## src/rtl/axi4lite_pkg.sv

```systemverilog
// Shared AXI4-Lite definitions: response codes and the arbiter state encoding.
// The UART register block pulls its response constants from here as well.
package axi4lite_pkg;

  localparam logic [1:0] OKAY   = 2'b00;
  localparam logic [1:0] EXOKAY = 2'b01;
  localparam logic [1:0] SLERR  = 2'b10;
  localparam logic [1:0] DECERR = 2'b11;

  typedef enum logic [2:0] {
    ST_IDLE     = 3'd0,
    ST_WR_ISSUE = 3'd1,
    ST_WR_WAIT  = 3'd2,
    ST_WR_RET   = 3'd3,
    ST_RD_ISSUE = 3'd4,
    ST_RD_WAIT  = 3'd5,
    ST_RD_RET   = 3'd6
  } arb_state_e;

  function automatic logic [1:0] onehot2(input logic idx);
    return idx ? 2'b10 : 2'b01;
  endfunction

endpackage

```

## src/rtl/rr_arb2.sv

```systemverilog
// Two-way round-robin select. When both requesters are active, the one that
// did not win last time is granted. last_grant resets to 1, so requester 0 wins first.
module rr_arb2 (
  input  logic       clk,
  input  logic       rst_n,
  input  logic [1:0] req,
  input  logic       advance,
  output logic       grant
);

  logic last_grant;

  always_comb begin
    grant = ~last_grant;
    if (req == 2'b01)      grant = 1'b0;
    else if (req == 2'b10) grant = 1'b1;
  end

  always_ff @(posedge clk or negedge rst_n) begin
    if (!rst_n)       last_grant <= 1'b1;
    else if (advance) last_grant <= grant;
  end

endmodule

```

## src/rtl/axi4lite_arbiter.sv

```systemverilog
// 2:1 AXI4-Lite arbiter in front of the UART register block. One transaction in
// flight; upstream accept is combinational in IDLE, everything downstream is registered.
//
// state       | meaning
// ST_IDLE     | waiting for a request; accepts it in the same cycle
// ST_WR_ISSUE | driving latched AW/W downstream until both handshakes complete
// ST_WR_WAIT  | bready high, waiting for downstream B
// ST_WR_RET   | presenting B to the granted requester
// ST_RD_ISSUE | driving latched AR downstream
// ST_RD_WAIT  | rready high, waiting for downstream R
// ST_RD_RET   | presenting R to the granted requester
module axi4lite_arbiter
  import axi4lite_pkg::*;
#(
  parameter int ADDRESS_WIDTH = 5,
  parameter int DATA_WIDTH    = 32,
  parameter int PROT_WIDTH    = 3,
  parameter int STRB_WIDTH    = DATA_WIDTH / 8
) (
  input  logic                       s_axi_aclk,
  input  logic                       s_axi_aresetn,
  input  logic [1:0]                 s_axi_awvalid,
  output logic [1:0]                 s_axi_awready,
  input  logic [2*ADDRESS_WIDTH-1:0] s_axi_awaddr,
  input  logic [2*PROT_WIDTH-1:0]    s_axi_awprot,
  input  logic [1:0]                 s_axi_wvalid,
  output logic [1:0]                 s_axi_wready,
  input  logic [2*DATA_WIDTH-1:0]    s_axi_wdata,
  input  logic [2*STRB_WIDTH-1:0]    s_axi_wstrb,
  output logic [1:0]                 s_axi_bvalid,
  input  logic [1:0]                 s_axi_bready,
  output logic [3:0]                 s_axi_bresp,
  input  logic [1:0]                 s_axi_arvalid,
  output logic [1:0]                 s_axi_arready,
  input  logic [2*ADDRESS_WIDTH-1:0] s_axi_araddr,
  input  logic [2*PROT_WIDTH-1:0]    s_axi_arprot,
  output logic [1:0]                 s_axi_rvalid,
  input  logic [1:0]                 s_axi_rready,
  output logic [2*DATA_WIDTH-1:0]    s_axi_rdata,
  output logic [3:0]                 s_axi_rresp,
  output logic                       m_axi_awvalid,
  input  logic                       m_axi_awready,
  output logic [ADDRESS_WIDTH-1:0]   m_axi_awaddr,
  output logic [PROT_WIDTH-1:0]      m_axi_awprot,
  output logic                       m_axi_wvalid,
  input  logic                       m_axi_wready,
  output logic [DATA_WIDTH-1:0]      m_axi_wdata,
  output logic [STRB_WIDTH-1:0]      m_axi_wstrb,
  input  logic                       m_axi_bvalid,
  input  logic [1:0]                 m_axi_bresp,
  output logic                       m_axi_bready,
  output logic                       m_axi_arvalid,
  input  logic                       m_axi_arready,
  output logic [ADDRESS_WIDTH-1:0]   m_axi_araddr,
  output logic [PROT_WIDTH-1:0]      m_axi_arprot,
  input  logic                       m_axi_rvalid,
  input  logic [DATA_WIDTH-1:0]      m_axi_rdata,
  input  logic [1:0]                 m_axi_rresp,
  output logic                       m_axi_rready,
  output logic                       grant_id,
  output logic                       busy
);

  arb_state_e state;
  logic [1:0] wr_req, rd_req, req;
  logic       sel, grant_q;
  logic       accept_wr, accept_rd, aw_fin, w_fin;

  assign wr_req = s_axi_awvalid & s_axi_wvalid;
  assign rd_req = s_axi_arvalid;
  assign req    = wr_req | rd_req;

  rr_arb2 u_rr_arb2 (
    .clk     (s_axi_aclk),
    .rst_n   (s_axi_aresetn),
    .req     (req),
    .advance (accept_wr | accept_rd),
    .grant   (sel)
  );

  // Gated by reset so no ready leaks out while the block is held in reset.
  assign accept_wr = s_axi_aresetn && (state == ST_IDLE) && wr_req[sel];
  assign accept_rd = s_axi_aresetn && (state == ST_IDLE) && !wr_req[sel] && rd_req[sel];

  assign s_axi_awready = accept_wr ? onehot2(sel) : 2'b00;
  assign s_axi_wready  = accept_wr ? onehot2(sel) : 2'b00;
  assign s_axi_arready = accept_rd ? onehot2(sel) : 2'b00;

  assign aw_fin   = !m_axi_awvalid || m_axi_awready;
  assign w_fin    = !m_axi_wvalid  || m_axi_wready;
  assign busy     = (state != ST_IDLE);
  assign grant_id = grant_q;

  always_ff @(posedge s_axi_aclk or negedge s_axi_aresetn) begin
    if (!s_axi_aresetn) begin
      state         <= ST_IDLE;
      grant_q       <= 1'b0;
      m_axi_awvalid <= 1'b0;
      m_axi_awaddr  <= '0;
      m_axi_awprot  <= '0;
      m_axi_wvalid  <= 1'b0;
      m_axi_wdata   <= '0;
      m_axi_wstrb   <= '0;
      m_axi_bready  <= 1'b0;
      m_axi_arvalid <= 1'b0;
      m_axi_araddr  <= '0;
      m_axi_arprot  <= '0;
      m_axi_rready  <= 1'b0;
      s_axi_bvalid  <= 2'b00;
      s_axi_bresp   <= '0;
      s_axi_rvalid  <= 2'b00;
      s_axi_rdata   <= '0;
      s_axi_rresp   <= '0;
    end else begin
      case (state)
        ST_IDLE: begin
          if (accept_wr) begin
            grant_q       <= sel;
            m_axi_awaddr  <= sel ? s_axi_awaddr[2*ADDRESS_WIDTH-1:ADDRESS_WIDTH]
                                 : s_axi_awaddr[ADDRESS_WIDTH-1:0];
            m_axi_awprot  <= sel ? s_axi_awprot[2*PROT_WIDTH-1:PROT_WIDTH]
                                 : s_axi_awprot[PROT_WIDTH-1:0];
            m_axi_wdata   <= sel ? s_axi_wdata[2*DATA_WIDTH-1:DATA_WIDTH]
                                 : s_axi_wdata[DATA_WIDTH-1:0];
            m_axi_wstrb   <= sel ? s_axi_wstrb[2*STRB_WIDTH-1:STRB_WIDTH]
                                 : s_axi_wstrb[STRB_WIDTH-1:0];
            m_axi_awvalid <= 1'b1;
            m_axi_wvalid  <= 1'b1;
            state         <= ST_WR_ISSUE;
          end else if (accept_rd) begin
            grant_q       <= sel;
            m_axi_araddr  <= sel ? s_axi_araddr[2*ADDRESS_WIDTH-1:ADDRESS_WIDTH]
                                 : s_axi_araddr[ADDRESS_WIDTH-1:0];
            m_axi_arprot  <= sel ? s_axi_arprot[2*PROT_WIDTH-1:PROT_WIDTH]
                                 : s_axi_arprot[PROT_WIDTH-1:0];
            m_axi_arvalid <= 1'b1;
            state         <= ST_RD_ISSUE;
          end
        end
        ST_WR_ISSUE: begin
          if (m_axi_awready) m_axi_awvalid <= 1'b0;
          if (m_axi_wready)  m_axi_wvalid  <= 1'b0;
          if (aw_fin && w_fin) begin
            m_axi_bready <= 1'b1;
            state        <= ST_WR_WAIT;
          end
        end
        ST_WR_WAIT: begin
          if (m_axi_bvalid) begin
            m_axi_bready <= 1'b0;
            s_axi_bvalid <= onehot2(grant_q);
            s_axi_bresp  <= grant_q ? {m_axi_bresp, 2'b00} : {2'b00, m_axi_bresp};
            state        <= ST_WR_RET;
          end
        end
        ST_WR_RET: begin
          if (s_axi_bready[grant_q]) begin
            s_axi_bvalid <= 2'b00;
            s_axi_bresp  <= '0;
            state        <= ST_IDLE;
          end
        end
        ST_RD_ISSUE: begin
          if (m_axi_arready) begin
            m_axi_arvalid <= 1'b0;
            m_axi_rready  <= 1'b1;
            state         <= ST_RD_WAIT;
          end
        end
        ST_RD_WAIT: begin
          if (m_axi_rvalid) begin
            m_axi_rready <= 1'b0;
            s_axi_rvalid <= onehot2(grant_q);
            s_axi_rdata  <= grant_q ? {m_axi_rdata, {DATA_WIDTH{1'b0}}}
                                    : {{DATA_WIDTH{1'b0}}, m_axi_rdata};
            s_axi_rresp  <= grant_q ? {m_axi_rresp, 2'b00} : {2'b00, m_axi_rresp};
            state        <= ST_RD_RET;
          end
        end
        ST_RD_RET: begin
          if (s_axi_rready[grant_q]) begin
            s_axi_rvalid <= 2'b00;
            s_axi_rdata  <= '0;
            s_axi_rresp  <= '0;
            state        <= ST_IDLE;
          end
        end
        default: state <= ST_IDLE;
      endcase
    end
  end

endmodule
```

## config.mk

```make
export PLATFORM = sky130hd
export DESIGN_NAME = axi4lite_arbiter
export DESIGN_NICKNAME = d
export VERILOG_FILES = /design/src/rtl/axi4lite_pkg.sv /design/src/rtl/rr_arb2.sv /design/src/rtl/axi4lite_arbiter.sv
export SDC_FILE = /design/constraint.sdc
export NUM_CORES = 1
export LEC_CHECK = 0
export ABC_AREA = 1
export BUFFER_PORTS_ARGS = -buffer_cell sky130_fd_sc_hd__buf_2
export CAP_MARGIN = 20
export CORE_MARGIN = 5
export CORE_UTILIZATION = 41
export DETAILED_ROUTE_END_ITERATION = 16
export PLACE_DENSITY = 0.75
export SLEW_MARGIN = 20
export SYNTH_ARGS = -nofsm -noshare
export SYNTH_HDL_FRONTEND = slang
export SYNTH_SLANG_ARGS = --single-unit
```

## constraint.sdc

```tcl
create_clock -name s_axi_aclk -period 1.8 [get_ports s_axi_aclk]
set_input_delay 0 -clock s_axi_aclk [delete_from_list [all_inputs] [get_ports s_axi_aclk]]
set_output_delay 0 -clock s_axi_aclk [all_outputs]
set_load 0.02 [all_outputs]
```

==> flow_metrics.py <==
metrics = {
    "power": {
        "leakagePower_nw": 5.49,
        "p_per_area_nw_per_um2": 1650,
        "power.total_w": 0.0166,
        "ir_worst_vdd_v": 0.000879,
    },
    "final_layout": {
        "area_growth_pct": 71.2,
        "final_util_pct": 71.8,
        "seq_area_um2": 3450,
        "final_cell_area_um2": 10000,
        "drive_gt1_share_pct": 33.9,
        "instances_no_fill": 1342,
        "multi_input_area_um2": 1900,
        "fillCellCount": 955,
        "nets": 1303,
    },
    "global_route": {
        "busiest_layer": "met2",
        "global_route.usage.met1_pct": 31.8,
        "grt_max_degree": 139,
        "grt_pass1_wl_um": 36500,
        "grt_pass1_vias": 7166,
        "grt.total_usage_pct": 28.2,
        "met2_usage_pct": 47.3,
        "met3_usage_pct": 7.42,
        "gr-total-overflow": 0,
        "antenna_found_initial": 2,
    },
    "drt": {
        "routed_via_density": 5.18,
        "wl_um": 24100,
        "route.vias.total": 6949,
        "post_drt_wl_per_cell_um": 18.0,
        "dr.first_iter.drc_count": 475,
        "drc_errors": 0,
        "drtPass1Iterations": 6,
        "antenna_left": 0,
    },
    "synth": {
        "synth_fa_ha_area_share_pct": 0,
        "muxShareOfSynthArea_pct": 0.171,
        "syn_inst": 682,
        "synthesis.area_um2": 5870,
        "syn_nets": 839,
        "synth_top_area_share_pct": 58.4,
        "ys_ff_latch": 138,
        "yosysTopAreaCell": "dfrtp_1",
        "yosysUniqueCellTypes": 26,
        "synth_top_family_by_area": "simple AND/OR/NAND/NOR gates",
        "avgSynthCellArea_um2": 8.61,
        "yosys.area_share.simple_pct": 21.3,
        "synth_area_leaders": "dfrtp_1 58%, nand2_1 14%, inv_1 7.8%, o22ai_1 7.2%, nand3_1 5.7%",
        "seq_area_frac_synth_pct": 58.8,
        "synth_xor_area_share_pct": 0,
        "yosysWarnings": 0,
        "synth_compound_area_share_pct": 9.23,
    },
    "floorplan": {
        "design.die.area_um2": 16800,
        "die_x_um": 130,
        "die_h_um": 130,
        "core_um2": 14000,
        "ios": 298,
        "rows": 43,
        "initial_utilization_pct": 42.0,
    },
    "run_status": {
        "violations": "negative setup slack",
        "status": "finished with violations",
    },
    "sta": {
        "hold_violations": 0,
        "post-route-min-period_ns": 1.82,
        "slew_headroom_pct": 49.7,
        "fin_skew_ns": 0.0106,
        "rsz0062_at_grt": "true",
        "maxSlewViolCount": 0,
        "fmax_mhz": 550,
        "fin_crit_sh_pct": 101,
        "fin_ws_ns": -0.0183,
        "setup_viol": 4,
        "worst_slew_pin_slew_ns": 0.755,
    },
    "place": {
        "portBuffers": 297,
        "globalplace.congestion": 0.828,
        "place_area_um2": 7690,
        "placed_cells": 1148,
        "hpwl_um": 13200,
    },
    "clocking": {
        "cts_tree": "yes",
        "cts_root_buf": "clkbuf_16",
        "clkTransAtPathRegs_ns": 0.06,
        "cts.path.max_buffers": 2,
        "h-tree-depth": 4,
        "cts_inserted_buffers": 17,
        "clock_sinks": 138,
        "clk_latency_ns": 0.41,
    },
    "worst_setup_path": {
        "critPathLaunchType": "flip-flop",
        "cp_max_fo": 4,
        "cp-end-kind": "output port",
        "crit_type": "flip-flop to output port",
        "arrival_ns": 1.82,
        "crit_start": "u_rr_arb2.last_grant$_DFFE_PN1P_",
        "required_ns": 1.80,
        "r2r_start": "u_rr_arb2.last_grant$_DFFE_PN1P_",
    },
    "worst_hold_path": {
        "min_path_type": "primary input to flip-flop",
        "hold_start": "m_axi_rvalid",
    },
    "run": {
        "cap_violations": 0,
    },
}
## cells in the mapped netlist
cell,n
a21boi_0,1
a21oi_1,3
a22oi_1,2
a32o_1,1
buf_2,16
buf_4,2
clkbuf_1,14
dfrtp_1,137
dfstp_2,1
inv_1,122
inv_2,2
mux2i_1,1
nand2_1,213
nand3_1,67
nand3_2,2
nand4_1,2
nor2_1,8
nor2_2,4
nor3_1,2
o211ai_1,1
o21ai_0,7
o21ai_1,2
o21ai_4,1
o22ai_1,68
or2_1,1
or2_2,2
## area by class of cell
| type | instances | share of cell area [%] |
|---|---|---|
| repair buffers | 477 | 33.6 |
| flip-flops and latches | 138 | 34.4 |
| clock buffers | 21 | 4.68 |
| diodes | 3 | 0.0747 |
| inverters | 124 | 4.63 |
| multi-input cells | 388 | 18.9 |
| well taps | 180 | 2.24 |
| clock inverters | 11 | 1.42 |
## final timing paths
check                           slack [ns]  depth (start not counted)                           to
worst max-delay path                 -0.02                         10             s_axi_arready[1]
worst min-delay path                  0.08                          3     m_axi_rready$_DFFE_PN0P_
worst max register to register       -0.01                         10  m_axi_wdata[16]$_DFFE_PN0P_
worst min register to register        0.47                          2  m_axi_arprot[0]$_DFFE_PN0P_
max in group asynchronous             0.94                          3   s_axi_rdata[9]$_DFFE_PN0P_
min in group asynchronous             0.28                          3  m_axi_araddr[4]$_DFFE_PN0P_
## power by group
part / leakage [nW] / internal [W] / total (W) / switching (W)
sequential: 1.77 / 0.00460 / 0.00547 / 0.000871
combinational: 3.42 / 0.00277 / 0.00751 / 0.00475
clock: 0.299 / 0.00229 / 0.00362 / 0.00133
## cell families after synthesis
kind of cell,after synthesis
buf+inv,156
mux,1
simple gates,301
compound gates,86
flops,138
## flip-flops by register name, summed over array words and instances (netlist names), 2 cells and up
name and cells:
s_axi_rdata 64, m_axi_awprot 3, s_axi_bvalid 2, s_axi_rvalid 2, m_axi_wstrb 4, m_axi_araddr 5
m_axi_arprot 3, m_axi_wdata 32, s_axi_bresp 4, m_axi_awaddr 5, s_axi_rresp 4, state 3
## worst max-delay path, cell delays in order (launching register included)
cell and delay, ns:
dfstp_2 0.53, inv_2 0.05, nand2_4 0.07, nand2_4 0.08, nand2_4 0.08, nand2_4 0.07, nor2_4 0.10, nand2_2 0.07
buf_6 0.14, nor2_4 0.09, buf_6 0.13
## layout by cell type (no fill, tap or decap), types with 2 or more instances in the layout
cell type,instances
a21oi_1,3
bufinv_16,3
nor2_1,6
nor2_4,5
bufbuf_16,2
clkinvlp_4,2
clkbuf_16,17
dfrtp_1,137
inv_1,120
dlygate4sd3_1,144
clkinv_2,4
a22oi_1,2
o22ai_1,67
o21ai_0,7
or2_2,2
inv_2,4
buf_2,290
buf_12,7
clkbuf_8,3
o21ai_1,2
nand4_1,2
nand3_2,3
nand2_2,4
nand3_1,66
nand2_4,6
diode_2,3
buf_6,7
nand2_1,203
buf_4,27
## per-layer routing
layer / routed length [µm] / part of all wire [%]
met1: 8580 / 36
met2: 12200 / 51
met3: 1750 / 7.2
met4: 1600 / 6.6
met5: 0 / 0
## per-stage QoR
| stage | TNS, ns | setup slack (ns) | hold slack [ns] |
|---|---|---|---|
| finish | -0.0579 | -0.0183 | 0.0831 |
| global route | -1.66 | -0.117 | 0.0689 |
| CTS | -0.0893 | -0.0439 | 0.0572 |
| detailed placement | 0 | 0.109 | 0.210 |
| global placement | 0 | 0.183 | 0.203 |
| floorplan | 0 | 0.0186 | -0.296 |
## what timing repair did
item / CTS / global route
gates resized for setup: 21 / 19
pin swaps: 8 / 12
hold endpoints to repair: 266 / 0
buffers inserted: 12 / 1
hold buffers: 144 / 0
endpoints found under the setup margin: 6 / 53
gates cloned: 4 / 0
No activity file was read; power rests on OpenSTA's default activity.
